$ cat src/rtl/bldc_pkg.sv
// Shared phase codes, gate map and parameter defaults for the BLDC commutation/PWM drive stage.
package bldc_pkg;

    localparam int unsigned T_WIDTH_DEF  = 32;
    localparam int unsigned PWM_BITS_DEF = 8;
    localparam int unsigned DEADTIME_DEF = 4;

    localparam logic [2:0] PH_AB = 3'b001;
    localparam logic [2:0] PH_AC = 3'b011;
    localparam logic [2:0] PH_BC = 3'b010;
    localparam logic [2:0] PH_BA = 3'b110;
    localparam logic [2:0] PH_CA = 3'b100;
    localparam logic [2:0] PH_CB = 3'b101;

    typedef enum logic [2:0] {
        PhAB = PH_AB,
        PhAC = PH_AC,
        PhBC = PH_BC,
        PhBA = PH_BA,
        PhCA = PH_CA,
        PhCB = PH_CB
    } phase_e;

    // One-hot leg selects, bit order {C,B,A}.
    typedef struct packed {
        logic [2:0] hi_sel;
        logic [2:0] lo_sel;
    } gate_sel_t;

    function automatic logic phase_legal(input logic [2:0] code);
        return (code != 3'b000) && (code != 3'b111);
    endfunction

    function automatic phase_e next_phase(input phase_e ph);
        case (ph)
            PhAB:    return PhAC;
            PhAC:    return PhBC;
            PhBC:    return PhBA;
            PhBA:    return PhCA;
            PhCA:    return PhCB;
            PhCB:    return PhAB;
            default: return PhAB;
        endcase
    endfunction

    function automatic gate_sel_t gate_map(input phase_e ph);
        gate_sel_t sel;
        case (ph)
            PhAB:    sel = '{hi_sel: 3'b001, lo_sel: 3'b010};
            PhAC:    sel = '{hi_sel: 3'b001, lo_sel: 3'b100};
            PhBC:    sel = '{hi_sel: 3'b010, lo_sel: 3'b100};
            PhBA:    sel = '{hi_sel: 3'b010, lo_sel: 3'b001};
            PhCA:    sel = '{hi_sel: 3'b100, lo_sel: 3'b001};
            PhCB:    sel = '{hi_sel: 3'b100, lo_sel: 3'b010};
            default: sel = '{hi_sel: 3'b000, lo_sel: 3'b000};
        endcase
        return sel;
    endfunction

endpackage

$ cat src/rtl/bldc_pwm_gen.sv
// Edge-aligned PWM: free-running counter, duty latched once per period start, pwm_on compare.
module bldc_pwm_gen #(
    parameter int unsigned PWM_BITS = 8
) (
    input  logic                clk,
    input  logic                rst,
    input  logic                en,
    input  logic [PWM_BITS-1:0] duty,
    output logic                pwm_on
);

    localparam logic [PWM_BITS-1:0] CntOne = PWM_BITS'(1);

    logic [PWM_BITS-1:0] pwm_cnt_q;
    logic [PWM_BITS-1:0] duty_lat_q;
    logic [PWM_BITS-1:0] duty_eff;
    logic                period_start;

    // pwm_cnt is 0 both on wrap and on the first enabled cycle, so one condition covers both loads.
    always_comb begin
        period_start = en && (pwm_cnt_q == '0);
        duty_eff     = period_start ? duty : duty_lat_q;
        pwm_on       = en && (pwm_cnt_q < duty_eff);
    end

    always_ff @(posedge clk) begin
        if (rst) begin
            pwm_cnt_q  <= '0;
            duty_lat_q <= '0;
        end else begin
            pwm_cnt_q <= en ? (pwm_cnt_q + CntOne) : '0;
            if (period_start) begin
                duty_lat_q <= duty;
            end
        end
    end

endmodule

$ cat src/rtl/bldc_commutation_pwm.sv
// 6-step BLDC commutation with PWM high-side drive and registered gate outputs.
// Optional dead time on every phase advance is enabled by defining BLDC_DEADTIME_EN.
module bldc_commutation_pwm
    import bldc_pkg::*;
#(
    parameter int unsigned T_WIDTH  = T_WIDTH_DEF,
    parameter int unsigned PWM_BITS = PWM_BITS_DEF,
    parameter int unsigned DEADTIME = DEADTIME_DEF
) (
    input  logic                clk,
    input  logic                rst,
    input  logic                en,
    input  logic [PWM_BITS-1:0] duty,
    input  logic [T_WIDTH-1:0]  T_value,
    output logic [2:0]          phase_state,
    output logic [2:0]          gate_hi,
    output logic [2:0]          gate_lo,
    output logic                step_tick
);

    localparam logic [T_WIDTH-1:0] TOne = T_WIDTH'(1);

    logic               en_q;
    logic               rise;
    logic [T_WIDTH-1:0] t_lat_q, t_lat_d;
    logic [T_WIDTH-1:0] t_eff;
    logic [T_WIDTH-1:0] step_cnt_q, step_cnt_d;
    logic               boundary;
    phase_e             phase_q, phase_d;
    logic               step_tick_q;
    logic               pwm_on;
    logic               dead;
    gate_sel_t          sel;
    logic [2:0]         gate_hi_q, gate_hi_d;
    logic [2:0]         gate_lo_q, gate_lo_d;

    bldc_pwm_gen #(
        .PWM_BITS (PWM_BITS)
    ) u_pwm_gen (
        .clk    (clk),
        .rst    (rst),
        .en     (en),
        .duty   (duty),
        .pwm_on (pwm_on)
    );

    // On the enable edge the fresh T_value is used immediately, before t_lat_q has it.
    always_comb begin
        rise       = en & ~en_q;
        t_eff      = rise ? T_value : t_lat_q;
        boundary   = en && (t_eff != '0) && (step_cnt_q == t_eff - TOne);
        t_lat_d    = t_lat_q;
        step_cnt_d = step_cnt_q;
        if (!en) begin
            step_cnt_d = '0;
        end else begin
            if (rise) begin
                t_lat_d = T_value;
            end
            if (boundary) begin
                step_cnt_d = '0;
                t_lat_d    = T_value;
            end else if (t_eff != '0) begin
                step_cnt_d = step_cnt_q + TOne;
            end
        end
    end

    always_comb begin
        phase_d = phase_q;
        if (boundary) begin
            phase_d = next_phase(phase_q);
        end else if (!phase_legal(phase_q)) begin
            phase_d = PhAB;
        end
    end

`ifdef BLDC_DEADTIME_EN
    localparam int unsigned DtW = (DEADTIME > 1) ? $clog2(DEADTIME + 1) : 1;

    logic [DtW-1:0] dt_cnt_q;

    // Reloads on every boundary, so a step inside dead time restarts it.
    always_ff @(posedge clk) begin
        if (rst || !en) begin
            dt_cnt_q <= '0;
        end else if (boundary) begin
            dt_cnt_q <= DtW'(DEADTIME);
        end else if (dt_cnt_q != '0) begin
            dt_cnt_q <= dt_cnt_q - DtW'(1);
        end
    end

    assign dead = (dt_cnt_q != '0);
`else
    logic unused_deadtime;
    assign unused_deadtime = (DEADTIME == 0);
    assign dead            = 1'b0;
`endif

    always_comb begin
        sel       = gate_map(phase_q);
        gate_hi_d = '0;
        gate_lo_d = '0;
        if (en && !dead) begin
            gate_hi_d = sel.hi_sel & {3{pwm_on}};
            gate_lo_d = sel.lo_sel;
        end
    end

    always_ff @(posedge clk) begin
        if (rst) begin
            en_q        <= 1'b0;
            t_lat_q     <= '0;
            step_cnt_q  <= '0;
            phase_q     <= PhAB;
            step_tick_q <= 1'b0;
            gate_hi_q   <= '0;
            gate_lo_q   <= '0;
        end else begin
            en_q        <= en;
            t_lat_q     <= t_lat_d;
            step_cnt_q  <= step_cnt_d;
            phase_q     <= phase_d;
            step_tick_q <= boundary;
            gate_hi_q   <= gate_hi_d;
            gate_lo_q   <= gate_lo_d;
        end
    end

    assign phase_state = phase_q;
    assign step_tick   = step_tick_q;
    assign gate_hi     = gate_hi_q;
    assign gate_lo     = gate_lo_q;

endmodule

$ cat config.mk
export PLATFORM = sky130hd
export DESIGN_NAME = bldc_commutation_pwm
export DESIGN_NICKNAME = d
export VERILOG_FILES = /design/src/rtl/bldc_pkg.sv /design/src/rtl/bldc_pwm_gen.sv /design/src/rtl/bldc_commutation_pwm.sv
export SDC_FILE = /design/constraint.sdc
export NUM_CORES = 1
export LEC_CHECK = 0
export BUFFER_PORTS_ARGS = -buffer_cell sky130_fd_sc_hd__buf_2
export CELL_PAD_IN_SITES_DETAIL_PLACEMENT = 1
export CELL_PAD_IN_SITES_GLOBAL_PLACEMENT = 1
export CORE_MARGIN = 4
export CORE_UTILIZATION = 46
export CTS_CLUSTER_DIAMETER = 80
export DETAILED_ROUTE_END_ITERATION = 8
export PLACE_DENSITY_LB_ADDON = 0.05
export SLEW_MARGIN = 15
export SYNTH_ARGS = -nofsm -noshare
export SYNTH_HDL_FRONTEND = slang
export SYNTH_SLANG_ARGS = --single-unit
$ cat constraint.sdc
create_clock -name clk -period 7.1 [get_ports clk]
set_input_delay 1.775 -clock clk [delete_from_list [all_inputs] [get_ports clk]]
set_output_delay 1.775 -clock clk [all_outputs]
set_load 0.005 [all_outputs]
======== Word-level counts from Yosys, hierarchy flattened ========
Index checks and enable logic that the tools add are counted.
word-level totals
  bits of input ports ..................... 43
  output and inout bits ................... 10
  bits in registers ....................... 91
  word-level logic and storage cells ...... 43
cells by class
  reduce and logical (&&, ||, !) cells .... 10
  mux-type cells .......................... 7
  add/subtract/negate cells ............... 3
  bitwise gates (word level) .............. 4
  eq/ne operators ......................... 9
  $lt $le $gt $ge ......................... 1
operators by type and width
  kind                   number
  $mux 32                2
  $pmux 6 s6             1
  $add 32x1->32 const B  1
  $eq 32x32->1           1
  $reduce_bool 32->1     1
  $sub 32x1->32 const B  1
  $pmux 3 s5             1
  $eq 3x3->1 const B     3
  $add 8x1->8 const B    1
  $logic_not 8->1        1
  $lt 8x8->1             1
  $mux 8                 1
  $eq 3x2->1 const B     2
  $mux 3                 2
  $logic_and 1x1->1      5
  $and 3x3->3            1
  $eq 3x1->1 const B     1
  $ne 3x3->1 const B     1
  $reduce_bool 3->1      1
  $reduce_or 3->1        1
  $ne 2x2->1 const B     1
  $not 1->1              2
  $reduce_or 2->1        1
  $and 1x1->1            1

======== Logic depth before layout (Yosys ltp) ========
Gate-level depths: netlist of the first run.
  word-level depth ........................ 7
  mapped depth ............................ 15
  depth with buffers taken out ............ 11

======== Modules after synthesis ========
A second synthesis of the first run with hierarchy kept.
second synthesis, totals
  cells, all modules ...................... 688
  area total of the unflattened synthesis .. 6000.8 µm²
by module, submodules not included
  module                area an instance (µm²)  instances  sequential area each (µm²)  cells each
  bldc_commutation_pwm  5180.0                  1          1501.4                      603
  bldc_pwm_gen          820.8                   1          320.3                       85

======== Least setup slack after synthesis of the first run ========
No wires, ideal clock.
  kind .................................... input to register
  start point ............................. input en
  end point ............................... register t_lat_q[0]
  path slack .............................. 1.299 ns
  setup time .............................. 0.072 ns
  required time ........................... 7.028 ns
  cell stages on the path ................. 15
  data arrival time ....................... 5.730 ns
  cells stage by stage .................... and2b_4 -> buf_4 -> buf_2 -> buf_4 -> mux2i_1 -> ha_1 -> nor4b_4 -> nand3_2 -> mux2i_1 -> or4_1 -> or4_1 -> buf_2 -> o41ai_4 -> buf_6 -> mux2i_1
between the ends
  longest elaborated chain between the ends .. 6
RTL lines
  what                                                 line                         source
  start: declaration                                   bldc_commutation_pwm.sv:12   input logic en,
  $and 1x1->1                                          bldc_commutation_pwm.sv:49   rise = en & ~en_q;
  $mux 32                                              --
  $sub 32x1->32 or $reduce_bool 32->1 (tied branches)  bldc_commutation_pwm.sv:51   boundary = en && (t_eff != '0) && (step_cnt_q == t_eff - TOne);
  $eq 32x32->1 or $logic_and 1x1->1 (tied branches)    bldc_commutation_pwm.sv:51
  $logic_and 1x1->1                                    bldc_commutation_pwm.sv:51
  $mux 32                                              bldc_commutation_pwm.sv:60   if (boundary) begin
  end signal: assignment                               bldc_commutation_pwm.sv:122  t_lat_q <= t_lat_d;
  end: declaration                                     bldc_commutation_pwm.sv:25   logic [T_WIDTH-1:0] t_lat_q, t_lat_d;
Parallel ways exist; a longest one is shown, timed or not.
A chain may end at the register's enable or synchronous reset.

======== Final worst setup path of the first run ========
  start point ............................. input en
  end point ............................... register t_lat_q[13]
Same word-level chain as after synthesis.

==> metrics.txt, run 1 <==
Lkg Pwr around 2.6 nW; Hold Buf Count CTS 0; pin count of the biggest net entering global routing 81; ant diodes 0; first-pass GRT wire length 28.1 mm; Initial Util 0.476; Via Count 5217; Pwr Density 188 nW/um^2; die area between 15000 and 20000 sq um; CTS H-Tree Depth 3; initial antenna violation count 0; unrepaired setup endpoints after global routing no; # fillers 1530; final wirelength 17.0 mm; R2R Setup Slk 2220 ps; crit end category flop; drt pass-1 iters 4; Sink Count 91; Rel. slew slack 0.494; layout cells sized above 1 0.132; Iter 0 DRT Violations 175; Die Y 123 um; outcome finished, final reports clean; crit start category input pin; Peak VDD IR 0.150 mV; Vias/cell 5.62; Worst Hold Class flop to flop; synth-to-layout area growth 10.7%; area of the mapped netlist 6080 sq um; Inserted Clock Buffers 9; WL/cell ~18 um; cell taking the most area after synthesis dfxtp_1; FF-to-FF path depth 12; root buf cell clkbuf_16; I/O Buffers 52; post-route antenna net violation count 0; Synth cell types between 60 and 70; post-cts sizing count 0; register area share after synthesis 0.300; CP Data Required Time between 7000 and 8000 ps; Setup WS pre-CTS 655 ps; GRT overflow 0; critical path fanouts, max 24; Avg Inst Size Synth 8.54 sq um; achievable frequency 165 MHz; post-synth top area share 0.300; total of warnings raised by yosys 0; ys flop type dfxtp_1; worst setup margin 1050 ps; Final TNS setup 0 ps; core area 12800 sq um; crit path kind input pin to flop; CTS clk-pin slew, worst paths 70 ps; Post-Synthesis Net Count 766; DRC 0; GPL Wtd Cong 0.848; Yosys reg bits 91; Synth area leaders dfxtp_1 (30%), mux2i_1 (13%), xnor2_1 (8.5%); post-CTS setup buffers 0; Tot GR Track Use 0.236; Final nets just over 800; Critical Path AT 6330 ps; Final Hold Viols 0; Async SR Flop Fraction 0; Final Util 0.527; Syn Inst Count ~710; fin crit share 0.853; Worst-Margin Slew 739 ps; vias in the first global route approximately 5600; Max Cap Violations 0; I/O pin cnt 53; TritonCTS clock tree yes; worst hold path cell count 1; row cnt 41; Final min period 6050 ps; Clock Latency Late Sink between 300 and 400 ps; Max Slew Vio Count 0; Post-synth EDFFs 0; maximum root-to-sink buffer count 2; final setup fails 0; die width approximately 120 um; Max Clock Skew 8.08 ps; hpwl dp 13.0 mm
stage by stage:
| step | total power, mW | area [sq um] | hold slack [ps] | cells |
|---|---|---|---|---|
| after floorplan | 0.738 | 6080 | 437 | 712 |
| after global placement | 0.797 | 6420 | 455 | 912 |
| after detailed placement | 0.808 | 6420 | 473 | 912 |
| after CTS | 1.28 | 6710 | 487 | 928 |
| after global routing | 1.33 | 6730 | 518 | 929 |
| final | 1.27 | 6730 | 482 | 929 |
synthesized netlist by cell type, types with 3 or more instances:
cell type	n
a2111oi_0	3
and2_1	7
buf_6	5
nand4_1	7
a21oi_1	10
nor2_1	112
mux2i_1	81
o31ai_1	4
nor2b_1	8
clkbuf_1	17
o21ai_0	11
or2_2	5
xor2_1	18
inv_1	14
o2111ai_1	6
nand3_1	15
a211oi_1	6
xnor2_1	59
and3_1	9
or3_1	14
nand2b_1	77
nand2_1	28
buf_2	4
ha_1	11
buf_4	3
dfxtp_1	91
nor4_1	7
or4_1	4
mux2i_2	4
nor3_1	13
o21a_1	7
nor3b_1	8
power breakdown:
group          switching, mW  total (mW)  leakage [nW]  internal [mW]
Sequential            0.0160       0.543         0.741          0.527
Clock                  0.217       0.468         0.137          0.252
Combinational          0.147       0.256          1.71          0.108
Total                  0.380        1.27          2.59          0.887
critical path, stage by stage:
cell,delay (ps)
buf_2,180
and2b_4,370
mux2_4,380
inv_1,70
ha_1,210
nor4b_4,520
nand3_2,280
mux2i_1,200
or4_1,560
or4_1,690
o41ai_4,360
buf_4,470
mux2i_1,250
cell type report:
class	count	area (sq um)	area share
tap	172	215	0.0320
multi-input combinational	577	4030	0.599
inverter	14	52.6	0.00781
clock inverter	5	42.5	0.00632
sequential	91	1820	0.271
timing repair buffer	59	325	0.0483
clock buffer	11	243	0.0361
per-layer routing:
layer / global-route usage / vias up / wire, um / part of all wire
met2: 0.405 / 95 / 8240 / 0.48
met4: 0.0727 / 0 / 317 / 0.019
met1: 0.300 / 2548 / 7680 / 0.45
met3: 0.0480 / 24 / 753 / 0.044
li1: - / 2550 / - / -
met5: 0 / - / 0 / 0
state kept, by name, summed over array words and instances (netlist names):
| register | cells |
|---|---|
| gate_hi | 3 |
| t_lat_q | 32 |
| u_pwm_gen.pwm_cnt_q | 8 |
| en_q | 1 |
| u_pwm_gen.duty_lat_q | 8 |
| step_tick | 1 |
| step_cnt_q | 32 |
| gate_lo | 3 |
| phase_state | 3 |
worst paths after layout:
check	end	startpoint
max reg2reg	t_lat_q[13]$_SDFFE_PP0P_	en_q$_SDFF_PP0_
min reg2reg	u_pwm_gen.pwm_cnt_q[0]$_SDFF_PP0_	u_pwm_gen.pwm_cnt_q[0]$_SDFF_PP0_
min	u_pwm_gen.pwm_cnt_q[0]$_SDFF_PP0_	u_pwm_gen.pwm_cnt_q[0]$_SDFF_PP0_
max	t_lat_q[13]$_SDFFE_PP0P_	en
kinds of logic after synthesis:
kind of cell,synth area share
multiplexers,0.147
AO/OA/AOI/OAI,0.0868
flip-flops,0.300
adder cells (fa/ha/maj),0.0226
buffers and inverters,0.0387
XOR/XNOR,0.111
AND/OR/NAND/NOR,0.295
cell usage in the layout, fill, tap and decap left out, types with 8 or more instances in the layout:
master,netlist,layout
nor2_1,112,112
nor2b_1,8,8
ha_1,11,11
and3_1,9,9
nand2b_1,77,76
nor3_1,13,13
clkbuf_16,0,9
o21ai_0,11,11
xor2_1,18,18
nand3_1,15,15
buf_2,4,52
nor3b_1,8,8
xnor2_1,59,59
dfxtp_1,91,91
inv_1,14,14
nand2_1,28,28
or3_1,14,14
a21oi_1,10,10
mux2i_1,81,81
No activity file was read; power rests on OpenSTA's default activity.
==> inputs of run 2 (changes only) <==
--- a/config.mk
+++ b/config.mk
@@ -6,13 +6,14 @@
 export NUM_CORES = 1
 export LEC_CHECK = 0
 export BUFFER_PORTS_ARGS = -buffer_cell sky130_fd_sc_hd__buf_2
-export CELL_PAD_IN_SITES_DETAIL_PLACEMENT = 1
-export CELL_PAD_IN_SITES_GLOBAL_PLACEMENT = 1
+export CELL_PAD_IN_SITES_DETAIL_PLACEMENT = 0
+export CELL_PAD_IN_SITES_GLOBAL_PLACEMENT = 2
 export CORE_MARGIN = 4
-export CORE_UTILIZATION = 46
+export CORE_UTILIZATION = 37
 export CTS_CLUSTER_DIAMETER = 80
 export DETAILED_ROUTE_END_ITERATION = 8
 export PLACE_DENSITY_LB_ADDON = 0.05
+export SETUP_SLACK_MARGIN = 0.4
 export SLEW_MARGIN = 15
 export SYNTH_ARGS = -nofsm -noshare
 export SYNTH_HDL_FRONTEND = slang
==> run 2 against run 1 <==
Net effect: fmax hardly changed; critical endpoint is now t_lat_q[17]$_SDFFE_PP0P_; critical path depth unchanged; largest cell class unchanged; die area grew 23%; largest power group unchanged; core utilization fell by 10 points; critical path type unchanged; global-route usage is 5.5 points lower.
==> metrics.txt, run 2 (synthesized netlist as in run 1, its figures left out) <==
Clock Latency Late Sink between 300 and 400 ps; slowest CP cell or4_1; CP Data Required Time between 7000 and 8000 ps; Final Hold Viols 0; post-route antenna net violation count 0; I/O Buffers 52; layout cells sized above 1 0.131; synth-to-layout area growth 11.1%; worst r2r dst t_lat_q[17]$_SDFFE_PP0P_; Vias/cell 5.15; Tot GR Track Use 0.182; reg-to-reg startpoint en_q$_SDFF_PP0_; I/O pin cnt 53; Initial Util 0.380; Int Pwr just under 0.9 mW; Setup WS pre-CTS roughly 680 ps; GPL Wtd Cong 0.791; crit-path max cell delay between 600 and 700 ps; Iter 0 DRT Violations 242; root buf cell clkbuf_16; Reg power frac 0.432; Final Util 0.422; Max Slew Vio Count 0; CTS clk-pin slew, worst paths 70 ps; net load switching power 0.378 mW; Pwr Density 186 nW/um^2; Levels on crit path 13; Via Count 5001; crit start category input pin; critical path fanouts, max 26; highest-count cells in the layout ignoring fill and taps nor2_1 (112), dfxtp_1 (91), mux2i_1 (81), nand2b_1 (76), xnor2_1 (59); core area 16000 sq um; post-cts sizing count 0; ant diodes 0; Comb power frac 0.199; Sink Count 91; Final TNS setup 0 ps; final wirelength 16.2 mm; critical path, cell by cell buf_2 > and2b_4 > mux2_4 > inv_1 > ha_1 > nor4b_4 > nand3_2 > mux2i_1 > or4_1 > or4_1 > o41ai_4 > buf_4 > mux2i_1; final setup fails 0; Final min period 6050 ps; unrepaired setup endpoints after global routing no; first-pass GRT wire length 26.4 mm; die width between 100 and 150 um; clock power share 0.369; Max Cap Violations 0; CTS H-Tree Depth 3; FF-to-FF path depth 12; Inserted Clock Buffers 9; Final nets slightly above 800; die area 18500 sq um; Pwr Total 1.25 mW; post-CTS setup buffers 0; WL/cell 16.7 um; fin crit share 0.852; row cnt 46; maximum root-to-sink buffer count 2; Net Sw Frac 0.302; GRT overflow 0; Critical Path AT about 6300 ps; Worst Setup SP en; TritonCTS clock tree yes; hpwl dp between 10 and 15 mm; worst setup margin 1050 ps; Peak VDD IR 0.118 mV; Max Clock Skew around 6.5 ps; Rel. slew slack 0.289; worst setup path end t_lat_q[17]$_SDFFE_PP0P_; top flop regs step_cnt_q: 32 flops, t_lat_q: 32 flops; pin count of the biggest net entering global routing 81; Worst-Margin Slew 1070 ps; vias in the first global route 4965; most common cell after layout, fill and taps aside nor2_1; DRC 0; CP bufs+invs 3; Lkg Pwr 2.57 nW; achievable frequency ~170 MHz; Hold Buf Count CTS 0; initial antenna violation count 0; crit path kind input pin to flop; Die Y 136 um; Min Hold Slack 482 ps; critical path's top delay family simple AND/OR/NAND/NOR gates; R2R Setup Slk 2220 ps; drt pass-1 iters 4; Worst Hold Class flop to flop; crit end category flop; outcome finished, final reports clean
run 2: cell count changes in the layout (fill, tap and decap cells not counted), sizes merged:
| cell | delta |
|---|---|
| clkbuf | -1 |
| clkinv | +1 |
| buf | -1 |
run 2: metal layers:
metal | track usage | routed length (um) | vias to the layer above
met4 | 0.0560 | 268 | 0
met3 | 0.0315 | 511 | 18
met1 | 0.248 | 7880 | 2353
met2 | 0.294 | 7570 | 82
li1 | - | - | 2548
met5 | 0 | 0 | -
run 2: cell type report:
type,instances,area [sq um]
Clock inverter,6,47.5
Multi-Input combinational cell,577,4030
Inverter,14,52.6
Clock buffer,10,229
Fill cell,1671,9240
Tap cell,216,270
Sequential cell,91,1820
Timing Repair Buffer,58,305
run 2: worst min path at each step:
stage / from / to / slack, ps / cells past startpoint
detailed placement: u_pwm_gen.pwm_cnt_q[0]$_SDFF_PP0_ / u_pwm_gen.pwm_cnt_q[0]$_SDFF_PP0_ / 470 / 1
CTS: u_pwm_gen.pwm_cnt_q[0]$_SDFF_PP0_ / u_pwm_gen.pwm_cnt_q[0]$_SDFF_PP0_ / 490 / 1
finish: u_pwm_gen.pwm_cnt_q[0]$_SDFF_PP0_ / u_pwm_gen.pwm_cnt_q[0]$_SDFF_PP0_ / 480 / 1
global placement: u_pwm_gen.pwm_cnt_q[0]$_SDFF_PP0_ / u_pwm_gen.pwm_cnt_q[0]$_SDFF_PP0_ / 460 / 1
floorplan: u_pwm_gen.pwm_cnt_q[0]$_SDFF_PP0_ / u_pwm_gen.pwm_cnt_q[0]$_SDFF_PP0_ / 440 / 1
global route: t_lat_q[1]$_SDFFE_PP0P_ / t_lat_q[1]$_SDFFE_PP0P_ / 500 / 2
run 2: stage by stage:
step	std cells	instance area, sq um
2_1_floorplan	712	6080
3_3_place_gp	956	6480
3_5_place_dp	956	6480
4_1_cts	972	6760
5_1_grt	972	6760
6_report	972	6760
run 2: power by group through the flow:
stage,registers [mW],logic [mW],clock network (mW)
after floorplan,0.548,0.189,0
after global placement,0.553,0.247,0
after detailed placement,0.553,0.250,0
after CTS,0.542,0.252,0.483
after global routing,0.544,0.276,0.501
final,0.542,0.249,0.463
